`src/rtl/dmem_arbiter.sv`:
```
// dmem_arbiter: shares one data-memory port between the pipeline MEM stage
// (priority) and a DMA/loader requester using a req/ack handshake. A
// starvation counter forces a DMA slot after STARVE_LIMIT CPU-won cycles
// while a DMA request is pending.
// Optional feature macro: DMEM_ARB_STATS_EN adds saturating stall/transfer
// statistics counters (stat_cpu_stalls, stat_dma_xfers).
module dmem_arbiter #(
   parameter int unsigned STARVE_LIMIT = 4
) (
   input  logic        clk,
   input  logic        reset,
   input  logic        cpu_read,
   input  logic        cpu_write,
   input  logic [1:0]  cpu_type,
   input  logic [63:0] cpu_addr,
   input  logic [63:0] cpu_wdata,
   output logic [63:0] cpu_rdata,
   output logic        cpu_stall,
   input  logic        dma_req,
   input  logic        dma_we,
   input  logic [1:0]  dma_type,
   input  logic [63:0] dma_addr,
   input  logic [63:0] dma_wdata,
   output logic        dma_ack,
   output logic [63:0] dma_rdata,
   output logic        mem_read,
   output logic        mem_write,
   output logic [1:0]  mem_type,
   output logic [63:0] mem_addr,
   output logic [63:0] mem_wdata,
   input  logic [63:0] mem_rdata
`ifdef DMEM_ARB_STATS_EN
   ,
   output logic [31:0] stat_cpu_stalls,
   output logic [31:0] stat_dma_xfers
`endif
);

   typedef enum logic [0:0] {IDLE, ACK} state_t;

   localparam logic [7:0] LIMIT = 8'(STARVE_LIMIT);

   state_t      state, stateNext;
   logic [7:0]  starveCnt, starveCntNext;
   logic [63:0] dmaRdataReg, dmaRdataNext;
   logic        dmaGrant;
   logic        cpuActive;

   // Arbitration decision and memory-port steering for the current cycle.
   // The grant is suppressed while reset is held so a cut-off grant cycle
   // never reaches the memory.
   always_comb begin
      cpuActive = cpu_read | cpu_write;
      dmaGrant  = !reset && (state == IDLE) && dma_req &&
                  (!cpuActive || (starveCnt == LIMIT));

      mem_read  = cpu_read & !reset;
      mem_write = cpu_write & !reset;
      mem_type  = cpu_type;
      mem_addr  = cpu_addr;
      mem_wdata = cpu_wdata;
      cpu_stall = 1'b0;

      if (dmaGrant) begin
         mem_read  = !dma_we;
         mem_write = dma_we;
         mem_type  = dma_type;
         mem_addr  = dma_addr;
         mem_wdata = dma_wdata;
         cpu_stall = cpuActive;
      end
   end

   // Next-state logic: grant moves to ACK and captures read data; otherwise
   // the starvation counter tracks CPU-won cycles with a DMA request pending.
   always_comb begin
      stateNext     = state;
      starveCntNext = starveCnt;
      dmaRdataNext  = dmaRdataReg;

      case (state)
         IDLE: begin
            if (dmaGrant) begin
               stateNext     = ACK;
               starveCntNext = 8'd0;
               dmaRdataNext  = dma_we ? 64'd0 : mem_rdata;
            end else if (!dma_req) begin
               starveCntNext = 8'd0;
            end else if (cpuActive && (starveCnt != LIMIT)) begin
               starveCntNext = starveCnt + 8'd1;
            end
         end
         ACK: begin
            stateNext     = IDLE;
            starveCntNext = 8'd0;
         end
         default: begin
            stateNext     = IDLE;
            starveCntNext = 8'd0;
         end
      endcase
   end

   // State register with asynchronous reset.
   always_ff @(posedge clk or posedge reset) begin
      if (reset) begin
         state       <= IDLE;
         starveCnt   <= 8'd0;
         dmaRdataReg <= 64'd0;
      end else begin
         state       <= stateNext;
         starveCnt   <= starveCntNext;
         dmaRdataReg <= dmaRdataNext;
      end
   end

   // The ack pulse is exactly the single ACK cycle.
   always_comb begin
      dma_ack   = (state == ACK);
      dma_rdata = dmaRdataReg;
      cpu_rdata = mem_rdata;
   end

`ifdef DMEM_ARB_STATS_EN
   logic [31:0] statStallsReg;
   logic [31:0] statXfersReg;

   // Saturating counters of stalled CPU cycles and completed DMA transfers.
   always_ff @(posedge clk or posedge reset) begin
      if (reset) begin
         statStallsReg <= 32'd0;
         statXfersReg  <= 32'd0;
      end else begin
         if (cpu_stall && (statStallsReg != 32'hFFFF_FFFF))
            statStallsReg <= statStallsReg + 32'd1;
         if (dma_ack && (statXfersReg != 32'hFFFF_FFFF))
            statXfersReg <= statXfersReg + 32'd1;
      end
   end

   // Expose the counters.
   always_comb begin
      stat_cpu_stalls = statStallsReg;
      stat_dma_xfers  = statXfersReg;
   end
`endif

endmodule

```
`config.mk`:
```
export PLATFORM = sky130hd
export DESIGN_NAME = dmem_arbiter
export DESIGN_NICKNAME = d
export VERILOG_FILES = /design/src/rtl/dmem_arbiter.sv
export SDC_FILE = /design/constraint.sdc
export NUM_CORES = 1
export LEC_CHECK = 0
export CORE_AREA = 4 4 226 228
export CTS_CLUSTER_SIZE = 12
export DETAILED_ROUTE_END_ITERATION = 8
export DIE_AREA = 0 0 230 232
export MAX_ROUTING_LAYER = met4
export SLEW_MARGIN = 20
export SYNTH_ARGS = -nofsm -noshare
export SYNTH_HDL_FRONTEND = slang
export SYNTH_SLANG_ARGS = --single-unit
```
`constraint.sdc`:
```
create_clock -name clk -period 3.9 [get_ports clk]
set_input_delay 1.17 -clock clk [delete_from_list [all_inputs] [get_ports clk]]
set_output_delay 1.17 -clock clk [all_outputs]
set_load 0.02 [all_outputs]
```
* Word-level counts from Yosys, hierarchy flattened
Index checks and enable logic that the tools add are counted.
** Storage, ports and cells
- Register bits after elaboration :: 73
- Logic and storage cells :: 33
- Bits of input ports :: 330
** Operators by class
- Reduce and logical (&&, ||, !) cells :: 9
- Bitwise logic cells :: 4
- Add/subtract/negate cells :: 1
- Multiplexer cells :: 13
- Equality and inequality tests :: 3
** Operator list (number)
- $mux 64 :: 3
- $mux 8 :: 3
- $pmux 8 s2 :: 1
- $add 8x1->8 const B :: 1
- $eq 8x3->1 const B :: 1
- $ne 8x3->1 const B :: 1
- $logic_and 1x1->1 :: 4
- $mux 1 :: 4
- $ne 4x3->1 const B :: 1
- $logic_not 1->1 :: 3
- $and 1x1->1 :: 2
- $mux 2 :: 1
- $pmux 1 s2 :: 1
- $reduce_and 2->1 :: 1
- $logic_or 1x1->1 :: 1
- $not 1->1 :: 1
- $or 1x1->1 :: 1

* Depth between registers and ports, before layout
Gate-level depths: netlist of the first run.
- Word-level depth :: 6
- Gate-level depth with buffers :: 9
- Mapped depth without buffers :: 6

* Worst setup path after synthesis of the first run
Ideal clock, no wire load.
- Path kind :: input-to-output
- Start point :: input port cpu_write
- End point :: output port mem_addr[42]
- Required time :: 2.730 ns
- Cell stages on the path :: 7
- Data arrival time :: 2.677 ns
- Setup slack :: 0.053 ns
- Path through :: or2_2 o21a_1 or3_1 buf_2 buf_8 buf_12 mux2_4
** Between the ends
- Longest elaborated chain between the ends :: 5
** RTL lines
- start, declared :: line 13 : input logic cpu_write,
- $or 1x1->1 :: line 53 : cpuActive = cpu_read | cpu_write;
- $logic_not 1->1 :: line 55 : (!cpuActive || (starveCnt == LIMIT));
- $logic_or 1x1->1 :: line 55
- $logic_and 1x1->1 :: line 54 : dmaGrant = !reset && (state == IDLE) && dma_req &&
- $mux 64 :: line 64 : if (dmaGrant) begin
- end, declared :: line 29 : output logic [63:0] mem_addr,
No other way between the ends.

* Worst setup path after layout of the first run
- Start point :: input port cpu_read
- End point :: output port mem_addr[61]
** Between the ends
- Longest elaborated chain between the ends :: 5
** RTL lines
- start, declared :: line 12 : input logic cpu_read,
- $or 1x1->1 :: line 53
- $logic_not 1->1 :: line 55
- $logic_or 1x1->1 :: line 55
- $logic_and 1x1->1 :: line 54
- $mux 64 :: line 64
No other way between the ends.

==> results of run 1 <==
cells by family (layout without fill, tap and decap cells):
kind of cell             count (synthesis)  count (layout)
flip-flops                              73              73
buffers and inverters                  115             665
AO/OA/AOI/OAI                           82              82
AND/OR/NAND/NOR                         92              92
XOR/XNOR                                 3               3
adder cells (fa/ha/maj)                  2               2
other                                    0               5
multiplexers                           131             131
power groups by stage:
stage                     clock network, mW  registers (mW)  logic, mW
after floorplan                           0            1.08      0.561
final                                  1.02           0.945       1.71
after detailed placement                  0           0.953       1.66
after CTS                              1.07           0.943       1.70
after global placement                    0           0.953       1.66
after global routing                   1.09           0.959       1.77
state kept, by name, indices dropped and copies added (netlist names):
name and cells:
starveCnt 8, dma_ack 1, dma_rdata 64
routing by layer:
metal  global-route usage [%]  share of wire, %  vias to the layer above
met1                     16.5                35                     3207
met5                        -                 0                        -
met2                     31.5                53                      456
li1                         -                 -                     2867
met3                     5.43               7.7                       77
met4                     6.86               4.3                        0
final cells by class:
cell class	instances	area [um2]
antenna	5	12.5
clock buffer	10	239
clock inverter	6	97.6
fill	5176	35900
inverter	5	21.3
multi-input combinational	310	3180
sequential	73	1830
tap	664	831
timing repair buffer	644	6700
Yosys cell counts, types with 2 or more instances:
master,number,area [um2]
or2_2,2,12.5
mux2_4,74,1110
xnor2_1,3,26.3
ha_1,2,25.0
buf_12,7,140
clkbuf_1,21,78.8
nor3_1,5,25.0
buf_1,2,7.51
a211o_1,2,17.5
inv_1,5,18.8
nor2_1,8,30.0
a22o_1,64,561
o21ai_0,3,15.0
buf_4,64,480
buf_2,14,70.1
dfrtp_1,73,1830
nor3b_1,64,480
mux2_2,57,642
nand2_1,6,22.5
a21oi_1,6,30.0
nand2b_1,2,12.5
o2111ai_1,2,17.5
cells in the final DEF (no fill, tap or decap), types with 4 or more instances in the layout:
| cell | n |
|---|---|
| mux2_2 | 45 |
| nand2_1 | 6 |
| diode_2 | 5 |
| buf_4 | 65 |
| buf_16 | 7 |
| nor2_1 | 6 |
| nor3_1 | 5 |
| clkdlybuf4s15_2 | 16 |
| a22o_1 | 64 |
| buf_12 | 11 |
| clkbuf_16 | 14 |
| nor3b_1 | 64 |
| mux2_4 | 86 |
| buf_6 | 77 |
| inv_1 | 4 |
| a21oi_1 | 6 |
| clkdlybuf4s50_1 | 453 |
| dfrtp_1 | 73 |
stage by stage:
step | power (mW) | area (um2)
4_1_cts | 3.72 | 12600
3_5_place_dp | 2.61 | 11800
6_report | 3.67 | 12900
5_1_grt | 3.82 | 12900
2_1_floorplan | 1.64 | 5750
3_3_place_gp | 2.61 | 11800
critical path, delay by kind of cell:
| kind | cells | cell delay, ns |
|---|---|---|
| and+or+nand+nor | 2 | 0.64 |
| muxes | 1 | 0.31 |
| AOI/OAI and AO/OA | 1 | 0.12 |
| buffers and inverters | 4 | 0.66 |
final timing paths:
path	end	slack [ns]	depth (start not counted)
min in group asynchronous	starveCnt[7]$_DFFE_PP0P_	1.18	3
max reg2reg	dma_rdata[25]$_DFFE_PP0P_	1.31	8
min reg2reg	dma_rdata[58]$_DFFE_PP0P_	0.50	1
max in group asynchronous	dma_rdata[20]$_DFFE_PP0P_	1.74	4
min	dma_rdata[58]$_DFFE_PP0P_	0.50	1
max	mem_addr[61]	-0.25	8
repair_timing:
| item | 4_1_cts | 5_1_grt |
|---|---|---|
| cloned | 4 | 6 |
| gates resized for setup | 436 | 44 |
| pin swaps | 1 | 0 |
| endpoints found under the setup margin | 133 | 130 |
| buffers inserted | 14 | 4 |
==> metrics, run 1 <==
Cell Int Power=around 2.4 mW; Worst-Skew Late Latency=between 0.3 and 0.4 ns; Starting Density=a little under an eighth; CP arrival=roughly 3.0 ns; critical-path maximum fanout=24; Max Clock Freq=approximately 0.24 GHz; Post-Route Setup TNS=-22.44 ns; Compound-Gate Fraction of Synth Area=between 10% and 20%; Root Buffer=clkbuf_16; Top FF cell, synth=dfrtp_1; Final nets=around 1,400; sequential area share after synthesis=between 30% and 40%; unrepaired setup endpoints after global routing=yes; routed via count=around 6,600; Synth Area in XOR/XNOR=less than 1%; Total GRT Usage=17.0%; Mapped Area=between 5000 and 6000 um2; setup violators final=130; outcome=finished with violations; largest net degree at the start of global routing=around 70; # IOs=slightly below 600; ANT nets after route=0; CTS tree=built; Lkg Pwr=5.49 nW; placed insts=approximately 1,700; first-pass GRT wire length=between 60,000 and 70,000 um; Area growth, synth to finish=124%; Synth warnings=0; max cap viols=0; synthesized-area fraction occupied by adder cells=less than 1%; CTS Buf Count=9; initial antenna violation count=20; Worst VDD drop=around 0.18 mV; switching share of power=between 30% and 40%; drt pass-1 iters=7; PwrDens=between 200 and 300 nW/um2; vias in the first global route=approximately 7,100; Final WS setup=-0.253 ns; Rel. slew slack=59.5%; Tmin final=around 4.2 ns; #FFs+latches synth=73; net count after synthesis=just over 800; die area=53,400 um2; Yosys cell types=34; WL per Instance=about 27 um; Hold-fix buffers, CTS=0; synthesized area per cell=11.6 um2; Post-Route WL=around 47,000 um; Crit-path slowest cell=or3_4; hold_sp=dma_rdata[58]$_DFFE_PP0P_; Syn Inst Count=498; Hold WS=between 0.5 and 0.6 ns; asr flop ratio synth=100%; total gr overflow=0; Clk pwr share=about 28%; die height=232 um; share of layout cells above drive strength 1=32.6%; Core Area=around 49,000 um2; Combinational Power Share=a little under half; CTS Sinks=73; Final Wtd Congestion=about 0.9; Psw=around 1.3 mW; nature of the critical path startpoint=input pin; post-DP HPWL=around 38,000 um; num rows=about 80; Vias/cell=between 3 and 4; WP data required=approximately 2.7 ns; DR DRC count=0; port bufs=a little under 600; Reg-to-Reg Start=starveCnt[5]$_DFFE_PP0P_; post-route core utilization=between 20% and 30%; Reg power frac=between 20% and 30%; crit share post-route=106%; # H-tree levels=3; largest family of logic cells by synthesized area=multiplexers; crit-path cells=buf_6 > or2_4 > o21a_1 > or3_4 > buf_12 > buf_16 > mux2_4 > buf_4; die width=230 um; failing checks=setup timing; CTS max path bufs=2; hold crit path type=reg2reg; Worst-Margin Slew=between 0.6 and 0.7 ns; Final Slew Violations=0; Post-Layout Cell Count=about 1,700; crit path capture type=primary output; critical path type=in2out; drt initial violations=318; worst slack, placed=-0.857 ns; portion of netlist area occupied by mux cells=slightly above 30%; final hold violation count=0; clk_skew=0.0145 ns; Synth Area in Simple Gates=roughly 11%; critical path startpoint=cpu_read; count of flip-flops with a built-in enable after synthesis=0; Reg clk slew, reported paths=around 0.060 ns; crit-path max cell delay=about 0.40 ns
Power figures use the tool's default switching activity.
==> run 2, diff against run 1 <==
--- a/config.mk
+++ b/config.mk
@@ -6,8 +6,8 @@
 export NUM_CORES = 1
 export LEC_CHECK = 0
-export CORE_AREA = 4 4 226 228
+export CORE_AREA = 4 4 227 229
 export CTS_CLUSTER_SIZE = 12
 export DETAILED_ROUTE_END_ITERATION = 8
-export DIE_AREA = 0 0 230 232
+export DIE_AREA = 0 0 231 233
 export MAX_ROUTING_LAYER = met4
 export SLEW_MARGIN = 20
==> constraint.sdc (replaced) <==
create_clock -name clk -period 4.8 [get_ports clk]
set_input_delay 0.72 -clock clk [delete_from_list [all_inputs] [get_ports clk]]
set_output_delay 0.72 -clock clk [all_outputs]
set_load 0.02 [all_outputs]
==> run 2 against run 1 <==
- the run now ends clean
- final area is 6.2% lower
- sequential cell count stayed put
- register-to-register slack better by 0.83 ns
- worst hold slack better by 0.0051 ns
- final cell count is 1.7% lower
- sequential power is 19% lower
- first-iteration DRC count is 23% lower
- critical path type unchanged
==> metrics, run 2 (synthesis gave the netlist of run 1 again) <==
Combinational Power Share=46.3% (-0.2 points); Final Slew Violations=0 (unchanged); vias in the first global route=6,824 (-3.3%); drt initial violations=245 (-23%); WL per Instance=27.5 um (+0.31%); Reg-to-Reg Start=starveCnt[5]$_DFFE_PP0P_; Lkg Pwr=4.85 nW (-12%); largest net degree at the start of global routing=92 (+33%); Final nets=1,332 (-3.1%); post-DP HPWL=39,700 um (+3.4%); most common cell after layout, fill and taps aside=clkdlybuf4s50_1; Reg clk slew, reported paths=0.07 ns (about the same); die area=53,800 um2 (+0.87%); Total GRT Usage=16.8% (-0.26 points); CTS tree=built; Worst VDD drop=0.170 mV (-4.5%); Area growth, synth to finish=110%; switching share of power=35.7% (+0.93 points); Worst-Skew Late Latency=0.38 ns (about the same); Post-Route WL=46,400 um (-1.4%); outcome=finished clean; # H-tree levels=3 (unchanged); CTS max path bufs=2 (unchanged); critical path type=in2out; WHS Endpoint=dma_rdata[16]$_DFFE_PP0P_; R2R depth=6 (-2); Final WS setup=0.591 ns (+0.843 ns); DR DRC count=0 (unchanged); hold crit path type=reg2reg; Psw=1.02 mW (-20%); setup violators final=0 (-100%); CTS Sinks=73 (unchanged); WP data required=4.08 ns (+1.35 ns); worst slack, placed=0.604 ns (+1.46 ns); Tmin final=around 4.2 ns; fin area=12,100 um2 (-6.2%); first-pass GRT wire length=59,500 um (-1.3%); most frequent cells in the layout=clkdlybuf4s50_1 (564), mux2_4 (74), dfrtp_1 (73); Worst-Margin Slew=0.752 ns (+0.145 ns); Hold-fix buffers, CTS=0 (unchanged); share of layout cells above drive strength 1=19.0% (-14 points); port bufs=591 (unchanged); Starting Density=11.6% (-0.19 points); nature of the critical path startpoint=input pin; drt pass-1 iters=4 (-3); hold path depth=1 (unchanged); Vias/cell=3.78 (-1.7%); PwrDens=237 nW/um2 (-17%); Rel. slew slack=49.8% (-9.8 points); max cap viols=0 (unchanged); Reg power frac=26.6% (+0.9 points); number of flip-flops under the largest register name=64 (unchanged); post_cts resized=0 (-100%); Post CTS Setup Buffer Count=0 (-14); Root Buffer=clkbuf_16; total gr overflow=0 (unchanged); clk_skew=0.00884 ns (-0.00571 ns); Hold WS=0.508 ns (+0.00506 ns); routed via count=6,379 (-3.5%); Post-Route Setup TNS=0 ns (+22.44 ns); total power=2.87 mW (-22%); Cell Int Power=1.84 mW (-23%); die height=233 um (+0.43%); CP arrival=3.49 ns (+0.51 ns); num rows=82 (+1.2%); Core Area=49,700 um2 (+1.7%); crit path capture type=primary output; # IOs=592 (unchanged); die width=231 um (+0.43%); reg2reg setup slack=2.14 ns (+0.83 ns); Clk pwr share=27.0% (-0.7 points); Max Clock Freq=about 0.24 GHz; final hold violation count=0 (unchanged); unrepaired setup endpoints after global routing=no; DP Area=11,800 um2 (-0.59%); Final Wtd Congestion=1.01 (+10%); initial antenna violation count=20 (unchanged); ANT nets after route=0 (unchanged); CTS Buf Count=9 (unchanged); hold_sp=dma_rdata[16]$_DFFE_PP0P_; crit share post-route=87.7%; Worst R2R End=dma_rdata[60]$_DFFE_PP0P_; critical-path maximum fanout=91 (+280%)
## run 2: cell count changes in the layout (fill, tap and decap cells not counted), moves of 8 or more
cell / before / now
buf_12: 11 / 3
buf_4: 65 / 33
buf_6: 77 / 0
clkdlybuf4s15_2: 16 / 0
clkdlybuf4s50_1: 453 / 564
mux2_2: 45 / 57
mux2_4: 86 / 74
## run 2: layout make-up
cell class | instances | area (um2)
antenna | 10 | 25.0
clock buffer | 9 | 225
clock inverter | 7 | 83.8
fill | 5387 | 37600
inverter | 5 | 21.3
multi-input combinational | 310 | 3130
sequential | 73 | 1830
tap | 672 | 841
timing repair buffer | 601 | 5960
## run 2: critical path, stage by stage
cell,delay [ns]
clkdlybuf4s50_1,0.49
or2_2,0.35
o21a_1,0.17
or3_4,0.39
buf_12,0.20
mux2_2,0.41
clkdlybuf4s50_1,0.63
## run 2: power by group through the flow
stage          Combinational (mW)  Sequential [mW]  Clock, mW
2_1_floorplan               0.455            0.879          0
3_3_place_gp                 1.35            0.771          0
3_5_place_dp                 1.34            0.773          0
4_1_cts                      1.35            0.764      0.827
5_1_grt                      1.38            0.775      0.842
6_report                     1.33            0.764      0.776
## run 2: how the worst max path moves through the flow
stage                   start                  endpoint  slack (ns)
detailed placement  cpu_write              mem_addr[26]        0.60
floorplan               reset  starveCnt[4]$_DFFE_PP0P_        1.74
global placement    cpu_write              mem_addr[26]        0.59
finish              cpu_write              mem_addr[26]        0.59
CTS                 cpu_write              mem_addr[26]        0.60
global route        cpu_write              mem_addr[26]        0.53
## run 2: routing by layer
| metal | part of all wire, % | vias up | global-route usage, % |
|---|---|---|---|
| met2 | 54 | 440 | 31.3 |
| met1 | 35 | 3090 | 16.2 |
| met5 | 0 | - | - |
| met3 | 6.9 | 61 | 4.58 |
| met4 | 3.9 | 0 | 7.42 |
| li1 | - | 2788 | - |
## run 2: metrics by stage
stage	std cells	util [%]
after global placement	1661	23.7
after global routing	1683	24.4
after floorplan	498	-
after CTS	1677	24.3
final	1687	24.4
after detailed placement	1661	23.7
